File: src/rtl/fetch_buffer_pkg.sv
// Shared constants for the instruction fetch buffer: NOP encoding,
// exception code width and the packed per-entry width.
package fetch_buffer_pkg;

  // Instruction substituted for a faulting fetch so decode sees a harmless op.
  localparam logic [31:0] NOP_INST = 32'h0340_0000;

  // Width of the icache exception code.
  localparam int EXC_W = 7;

  // Packed entry layout, MSB first: {inst[31:0], pc[31:0], cookie, exc, badv[31:0]}.
  function automatic int entry_width(input int cookie_w);
    return 32 + 32 + cookie_w + EXC_W + 32;
  endfunction

endpackage

File: src/rtl/fetch_buffer_ram.sv
// Entry storage for the fetch buffer: two write ports at consecutive
// addresses (so one fetch group lands in one cycle) and two asynchronous
// read ports for the two decode slots. Contents are not reset.
module fetch_buffer_ram #(
  parameter int DEPTH   = 8,
  parameter int ENTRY_W = 135,
  localparam int PTR_W  = $clog2(DEPTH)
) (
  input  logic               clk,
  input  logic               we0,
  input  logic               we1,
  input  logic [PTR_W-1:0]   waddr,
  input  logic [ENTRY_W-1:0] wdata0,
  input  logic [ENTRY_W-1:0] wdata1,
  input  logic [PTR_W-1:0]   raddr0,
  input  logic [PTR_W-1:0]   raddr1,
  output logic [ENTRY_W-1:0] rdata0,
  output logic [ENTRY_W-1:0] rdata1
);

  logic [ENTRY_W-1:0] mem [DEPTH];
  logic [PTR_W-1:0]   waddr1;

  // Second write lands one slot later; pointer width makes it wrap naturally.
  assign waddr1 = waddr + PTR_W'(1);

  // Write both ports; port 1 is written last so it wins on an address clash.
  always_ff @(posedge clk) begin
    if (we0) mem[waddr]  <= wdata0;
    if (we1) mem[waddr1] <= wdata1;
  end

  assign rdata0 = mem[raddr0];
  assign rdata1 = mem[raddr1];

endmodule

File: src/rtl/fetch_buffer.sv
// Instruction fetch queue behind the icache. Splits each 64-bit fetch group
// into one or two instruction entries, presents the two oldest entries to
// decode and gives the PC stage a credit-style ready so that icache returns,
// which cannot be stalled, always find room.
module fetch_buffer
  import fetch_buffer_pkg::*;
#(
  parameter int DEPTH        = 8,
  parameter int COOKIE_WIDTH = 32
) (
  input  logic                    clk,
  input  logic                    rst,
  input  logic                    flush,
  input  logic                    in_valid,
  input  logic [63:0]             in_data,
  input  logic [31:0]             in_pc,
  input  logic [COOKIE_WIDTH-1:0] in_cookie,
  input  logic [EXC_W-1:0]        in_exception,
  input  logic [31:0]             in_badv,
  output logic                    fetch_ready,
  output logic [1:0]              out_valid,
  output logic [31:0]             out_inst0,
  output logic [31:0]             out_inst1,
  output logic [31:0]             out_pc0,
  output logic [31:0]             out_pc1,
  output logic [COOKIE_WIDTH-1:0] out_cookie0,
  output logic [COOKIE_WIDTH-1:0] out_cookie1,
  output logic [EXC_W-1:0]        out_exc0,
  output logic [EXC_W-1:0]        out_exc1,
  output logic [31:0]             out_badv0,
  output logic [31:0]             out_badv1,
  input  logic [1:0]              dec_pop,
  output logic                    overflow
);

  localparam int PTR_W   = $clog2(DEPTH);
  localparam int ENTRY_W = entry_width(COOKIE_WIDTH);

  typedef logic [PTR_W-1:0] ptr_t;
  typedef logic [PTR_W:0]   cnt_t;

  localparam cnt_t DEPTH_C = cnt_t'(DEPTH);

  ptr_t               head;
  ptr_t               tail;
  cnt_t               count;
  cnt_t               push_n;
  cnt_t               space;
  cnt_t               accept_n;
  logic               drop;
  logic [1:0]         avail_n;
  logic [1:0]         pop_n;
  logic               we0;
  logic               we1;
  logic [ENTRY_W-1:0] entry0;
  logic [ENTRY_W-1:0] entry1;
  logic [ENTRY_W-1:0] rd0;
  logic [ENTRY_W-1:0] rd1;

  // Split the returning fetch group into the entries it contributes.
  always_comb begin
    push_n = '0;
    entry0 = {in_data[31:0], in_pc, in_cookie, in_exception, in_badv};
    entry1 = {in_data[63:32], in_pc + 32'd4, in_cookie, in_exception, in_badv};
    if (in_valid) begin
      if (in_exception != '0) begin
        // A faulting fetch becomes a single NOP carrying the fault details.
        push_n = cnt_t'(1);
        entry0 = {NOP_INST, in_pc, in_cookie, in_exception, in_badv};
      end else if (in_pc[2]) begin
        // Fetch started at the upper word: only that word is a real instruction.
        push_n = cnt_t'(1);
        entry0 = {in_data[63:32], in_pc, in_cookie, in_exception, in_badv};
      end else begin
        push_n = cnt_t'(2);
      end
    end
  end

  // Room is judged against the occupancy before this cycle's pop.
  assign space    = DEPTH_C - count;
  assign drop     = push_n > space;
  assign accept_n = drop ? space : push_n;
  assign we0      = !flush && (accept_n >= cnt_t'(1));
  assign we1      = !flush && (accept_n >= cnt_t'(2));

  // Two free groups of two entries cover both requests that may be in flight.
  assign fetch_ready = space >= cnt_t'(4);

  // An exception entry at the head always issues alone.
  assign out_valid[0] = count >= cnt_t'(1);
  assign out_valid[1] = (count >= cnt_t'(2)) && (out_exc0 == '0);

  // Decode may ask for more than is offered; clip to what is valid.
  assign avail_n = {1'b0, out_valid[0]} + {1'b0, out_valid[1]};
  assign pop_n   = (dec_pop > avail_n) ? avail_n : dec_pop;

  // Pointer and occupancy update; flush overrides both push and pop.
  always_ff @(posedge clk or posedge rst) begin
    if (rst) begin
      head  <= '0;
      tail  <= '0;
      count <= '0;
    end else if (flush) begin
      head  <= '0;
      tail  <= '0;
      count <= '0;
    end else begin
      head  <= head + ptr_t'(pop_n);
      tail  <= tail + ptr_t'(accept_n);
      count <= count + accept_n - cnt_t'(pop_n);
    end
  end

  // Sticky record of an icache return that did not fit; only reset clears it.
  always_ff @(posedge clk or posedge rst) begin
    if (rst) begin
      overflow <= 1'b0;
    end else if (!flush && drop) begin
      overflow <= 1'b1;
    end
  end

  fetch_buffer_ram #(
    .DEPTH   (DEPTH),
    .ENTRY_W (ENTRY_W)
  ) u_ram (
    .clk    (clk),
    .we0    (we0),
    .we1    (we1),
    .waddr  (tail),
    .wdata0 (entry0),
    .wdata1 (entry1),
    .raddr0 (head),
    .raddr1 (head + ptr_t'(1)),
    .rdata0 (rd0),
    .rdata1 (rd1)
  );

  assign {out_inst0, out_pc0, out_cookie0, out_exc0, out_badv0} = rd0;
  assign {out_inst1, out_pc1, out_cookie1, out_exc1, out_badv1} = rd1;

endmodule

File: config.mk
export PLATFORM = sky130hd
export DESIGN_NAME = fetch_buffer
export DESIGN_NICKNAME = d
export VERILOG_FILES = /design/src/rtl/fetch_buffer_pkg.sv /design/src/rtl/fetch_buffer_ram.sv /design/src/rtl/fetch_buffer.sv
export SDC_FILE = /design/constraint.sdc
export NUM_CORES = 2
export LEC_CHECK = 0
export ABC_AREA = 1
export CORE_ASPECT_RATIO = 0.75
export CORE_MARGIN = 10
export CORE_UTILIZATION = 27
export CTS_CLUSTER_SIZE = 10
export DETAILED_ROUTE_END_ITERATION = 8
export HOLD_SLACK_MARGIN = 0.05
export SETUP_SLACK_MARGIN = 0.3
export SLEW_MARGIN = 15
export SYNTH_ARGS = -nofsm -noshare
export SYNTH_HDL_FRONTEND = slang
export SYNTH_SLANG_ARGS = --single-unit
File: constraint.sdc
create_clock -name clk -period 8.4 [get_ports clk]
set_input_delay 1.68 -clock clk [delete_from_list [all_inputs] [get_ports clk]]
set_output_delay 1.68 -clock clk [all_outputs]
set_load 0.02 [all_outputs]
# ---- After elaboration in Yosys (flattened, before gate mapping)
# Memories as Yosys holds them, arrays and structs flattened.
# Index checks and enable logic that the tools add are counted.
dict set report word_totals {
  out_inout_bits 274
  mem_count 1
  regBits 11
  word_cells 43
  in_bits 173
  ramBits 1080
}
# name depth word_bits read_ports rd_ports_with_merged_regs write_ports line
set memory_table {}
lappend memory_table {u_ram.mem 8 135 2 0 2 fetch_buffer_ram.sv:21} ;# logic [ENTRY_W-1:0] mem [DEPTH];
dict set report classes {
  addsub 9
  order_cmp 7
  reduce_logical 7
  n_mux 15
}
# operator n
set op_table {}
lappend op_table {{135-bit two-way mux} 3}
lappend op_table {{32-bit by 3-bit adder with 32-bit output, second input constant} 1}
lappend op_table {{4-bit by 1-bit greater-or-equal comparator with 1-bit output, second input constant} 2}
lappend op_table {{4-bit by 2-bit greater-or-equal comparator with 1-bit output, second input constant} 2}
lappend op_table {{2-bit two-way mux} 4}
lappend op_table {{4-bit two-way mux} 2}
lappend op_table {{7-bit zero test} 1}
lappend op_table {{7-bit nonzero test} 1}
lappend op_table {{3-bit by 1-bit adder with 3-bit output, second input constant} 2}
lappend op_table {{3-bit two-way mux} 2}
lappend op_table {{4-bit adder} 1}
lappend op_table {{4-bit by 3-bit greater-or-equal comparator with 1-bit output, second input constant} 1}
lappend op_table {{4-bit > comparator} 1}
lappend op_table {{1-bit logical AND} 4}
lappend op_table {{1-bit two-way mux} 4}
lappend op_table {{4-bit by 2-bit subtractor with 4-bit output} 1}
lappend op_table {{4-bit subtractor, first input constant} 1}
lappend op_table {{3-bit by 2-bit adder with 3-bit output} 1}
lappend op_table {{3-bit adder} 1}
lappend op_table {{1-bit by 1-bit adder with 2-bit output} 1}
lappend op_table {{2-bit > comparator} 1}
lappend op_table {{1-bit zero test} 1}

# ---- Depth between registers and ports, before layout
dict set report depth {
  word_depth 9
  ltp_mapped 27
  mapped_depth_nobuf 24
}

# ---- Cells and area by module
# Synthesis repeated with hierarchy kept, for this count alone.
dict set report hier_totals {
  cells_unflattened 11495
  hier_area_um2 77498.1
}
# mod area_each_um2 instances cells_each seq_area_each_um2
set by_module_without_submodules {}
lappend by_module_without_submodules {fetch_buffer_ram 75364.8 1 11198 32431.1}
lappend by_module_without_submodules {fetch_buffer 2133.3 1 297 275.3}

# ---- Least setup slack after synthesis
# OpenSTA, ideal clock, no wires.
dict set report synth_path {
  path_type {in2reg}
  from {input in_exception[5]}
  to {memory u_ram.mem[0][0], enable pin}
  setup_time_ps 1169
  cell_stages 15
  arrival_ps 5777
  required_ps 7231
  setup_slack_ps 1454
  path_buffers 3
  cell_sequence {nor2_1 > nand2_1 > nor2_1 > nand2_1 > nand2_1 > buf_2 > ha_1 > a21oi_1 > nand2_2 > nand2_1 > nand2_2 > buf_12 > nand3_4 > buf_2 > nand2_1}
}
# item line
set synth_lines {}
lappend synth_lines {{start: declaration} fetch_buffer.sv:18} ;# input logic [EXC_W-1:0] in_exception,
lappend synth_lines {{end: declaration} fetch_buffer_ram.sv:21}

# ---- Worst setup path after layout
dict set report layout_path {
  from {register head[0]}
  to {output out_pc1[16]}
}
dict set report layout_between {
  elab_chain_len 2
}
# item line
set layout_lines {}
lappend layout_lines {{start: declaration} fetch_buffer.sv:44} ;# ptr_t head;
lappend layout_lines {{start signal: assignment} fetch_buffer.sv:109} ;# head <= head + ptr_t'(pop_n);
lappend layout_lines {{3-bit by 1-bit adder with 3-bit output} fetch_buffer.sv:135} ;# .raddr1 (head + ptr_t'(1)),
lappend layout_lines {{memory read 8 x 135 bit} n/a}
lappend layout_lines {{end: declaration} fetch_buffer.sv:25} ;# output logic [31:0] out_pc1,
# No other way between the ends.

==> results.json <==
{
  "drv_slew": 0,
  "die_area_um2": 248000,
  "synth_largest_area_cell": "edfxtp_1",
  "rsz0062_at_grt": "no",
  "dp_hpwl_um": 143000,
  "ys_top_cells_by_area": "edfxtp_1 (53%), nand2_1 (9.6%), o21ai_0 (8.5%), a21oi_1 (5.5%), nand4_1 (5.1%)",
  "yosys.area.top_type_share_pct": 52.6,
  "viasPerCell": 5.49,
  "p_leak_nw": 26.3,
  "cts_setup_buffers": 0,
  "whs_ns": 0.656,
  "io_pins": 447,
  "final_cells": 10300,
  "areaGrowthSynthToFinish_pct": 16.9,
  "place_congestion": 0.838,
  "core_area_um2": 227000,
  "start_util_pct": 27.2,
  "fin_ws_ns": 1.29,
  "avgSynthCellArea_um2": 8.51,
  "syn_area_um2": 61700,
  "grt_max_degree": 299,
  "ff2ff_setup_slack_ns": 2.34,
  "synth-seq-area-share_pct": 53.0,
  "drt_iter0_drc": 8069,
  "die_w_um": 572,
  "rows": 151,
  "yosysWarningCount": 0,
  "pre_cts_ws_ns": 0.999,
  "seqCellArea_um2": 32700,
  "route.detailed.drc": 0,
  "status": "complete, no violations",
  "crit_arrival_ns": 5.43,
  "fin_crit_ns": 7.11,
  "synthCells": 7243,
  "cts_tree": "done",
  "finClkSkew_ns": 0.0558,
  "path_max_fanout": 83,
  "ys_seq_elements": 1091,
  "critPathCaptureType": "primary output",
  "post-route-util_pct": 31.8,
  "critPathKind": "reg -> out",
  "ir_drop_v": 0.000323,
  "max-slew-margin-rel_pct": 15.1,
  "critPathLaunchType": "register",
  "track_usage_pct": 18.8,
  "routed_wl_um": 247000,
  "slowest_stage": "ha_4",
  "cts-resized-gates": 0,
  "grt_overflow_total": 0,
  "synth_edf_count": 1080,
  "cp.required_ns": 6.72,
  "startpoint": "head[0]$_DFF_PP0_",
  "cts.sinks": 1091,
  "crit-reg2reg-launch": "head[0]$_DFF_PP0_",
  "nets": 7442,
  "ant_nets": 0,
  "wl_per_cell_um": 24.0,
  "path_clk_slew_ns": 0.06,
  "hold_class": "reg -> reg",
  "cts_buffers": 143,
  "dp.cells": 10100,
  "setup-tns-final_ns": 0,
  "hp-start": "overflow$_DFFE_PP0P_",
  "grt_pass1_vias": 52200,
  "clk_latency_ns": 0.81,
  "synth_flop_cell": "edfxtp_1",
  "grt_pass1_wl_um": 354000,
  "vias": 56400,
  "die-height_um": 434,
  "p_per_area_nw_per_um2": 423,
  "synth-async-reset-ratio_pct": 1.01,
  "worst_pin_slew_ns": 1.27,
  "ys_types": 40,
  "drive_above_1_share_pct": 4.39,
  "setup_violations": 0,
  "cts-root-buf": "clkbuf_16",
  "hold_buffers": 0,
  "crit_path_cell_trace": "ha_4 -> inv_8 -> buf_4 -> a21oi_1 -> o21ai_0 -> nand2_1 -> nor2_1 -> a31oi_1 -> clkdlybuf4s50_1",
  "max_cap_viol_count": 0,
  "fillerInstances": 23000,
  "synth_nets": 7439,
  "io_buffers": 446,
  "critPathMaxStageDelay_ns": 0.88,
  "period_share_pct": 84.7,
  "cts_max_level": 4,
  "firstDrtPassIters": 8,
  "cts.path.max_buffers": 4,
  "finalHoldViolCount": 0,
  "fmax_mhz": 141,
  "multi_input_area_um2": 24100,
  "antenna_found_initial": 26
}
==> report_power, final <==
group	total, W	internal, W	switching (W)
Combinational	0.0181	0.00571	0.0124
Clock	0.00553	0.00317	0.00236
Sequential	0.00690	0.00667	0.000233
Total	0.0305	0.0155	0.0150
==> path summary, 6_finish.rpt <==
kind                            depth (start not counted)              endpoint
worst max-delay path                                    9           out_pc1[16]
worst min-delay path                                    1  overflow$_DFFE_PP0P_
worst max register to register                         22    count[2]$_DFF_PP0_
worst min register to register                          1  overflow$_DFFE_PP0P_
max in group asynchronous                               2     head[0]$_DFF_PP0_
min in group asynchronous                               2    count[3]$_DFF_PP0_
==> synthesized netlist by cell type (all sizes together), types with 7 or more instances <==
| master | count |
|---|---|
| a21oi | 682 |
| a31oi | 263 |
| buf | 329 |
| clkbuf | 368 |
| dfrtp | 11 |
| edfxtp | 1080 |
| ha | 19 |
| inv | 479 |
| nand2 | 1573 |
| nand3 | 21 |
| nand3b | 13 |
| nand4 | 499 |
| nor2 | 616 |
| nor3 | 8 |
| o211ai | 136 |
| o21ai | 1116 |
| xnor2 | 13 |
| xor2 | 7 |
==> worst max-delay path, delay by kind of cell, from the launching register on <==
| family | cells | cell delay [ns] |
|---|---|---|
| buffers and inverters | 3 | 1.61 |
| AO/OA/AOI/OAI | 3 | 0.95 |
| adder cells (fa/ha/maj) | 1 | 0.88 |
| flip-flops | 1 | 0.76 |
| AND/OR/NAND/NOR | 2 | 0.19 |
==> registers in the layout, indices dropped and copies added, names as in the netlist <==
signal	cells
u_ram.mem	1080
count	4
head	3
tail	3
overflow	1
==> through the flow <==
| step | total power (W) | instance area [um2] |
|---|---|---|
| 5_1_grt | 0.0322 | 72100 |
| 6_report | 0.0305 | 72100 |
| 3_5_place_dp | 0.0250 | 68000 |
| 3_3_place_gp | 0.0248 | 68000 |
| 4_1_cts | 0.0306 | 72000 |
| 2_1_floorplan | 0.0172 | 61700 |
==> per-layer routing <==
layer	GRT usage (%)	up-vias	wire length [um]	share of wire, %
li1	-	25500	-	-
met1	25.4	26800	99700	40
met2	29.3	3535	110000	45
met3	4.03	568	27000	11
met4	7.41	24	9790	4.0
met5	0	-	147	0.060
==> kinds of logic (layout without fill, tap and decap cells) <==
| group | after synthesis | after routing | share of synthesized area [%] |
|---|---|---|---|
| XOR/XNOR | 20 | 20 | 0.321 |
| buffers and inverters | 1177 | 1229 | 8.14 |
| other | 1 | 13 | 0.00608 |
| adder cells (fa/ha/maj) | 23 | 23 | 0.515 |
| AO/OA/AOI/OAI | 2199 | 2199 | 18.9 |
| flip-flops | 1091 | 1091 | 53.0 |
| AND/OR/NAND/NOR | 2732 | 2732 | 19.0 |
==> cell type report <==
class	instances	area share [%]
tap	2983	5.18
inverter	480	2.54
sequential	1091	45.4
timing repair buffer	555	7.94
clock inverter	26	0.333
clock buffer	168	5.15
multi-input combinational	4975	33.4
antenna	12	0.0417
==> cells in the final DEF, fill, tap and decap left out, types with 9 or more instances in the layout <==
cell type / synthesis / layout
ha_1: 19 / 18
xnor2_1: 11 / 11
a31oi_1: 263 / 263
clkinv_1: 1 / 11
o21ai_0: 1048 / 1048
nor2_4: 1 / 9
nor2_1: 604 / 604
o21ai_1: 68 / 68
a21oi_1: 681 / 681
clkdlybuf4s50_1: 0 / 446
nand3b_1: 13 / 13
buf_4: 56 / 75
nand4_1: 499 / 499
diode_2: 0 / 12
nand3_1: 12 / 11
edfxtp_1: 1080 / 1080
o211ai_1: 136 / 136
clkbuf_1: 367 / 23
buf_12: 2 / 32
clkbuf_16: 0 / 145
inv_1: 473 / 470
nand2_1: 1571 / 1562
No activity file was read; power rests on OpenSTA's default activity.
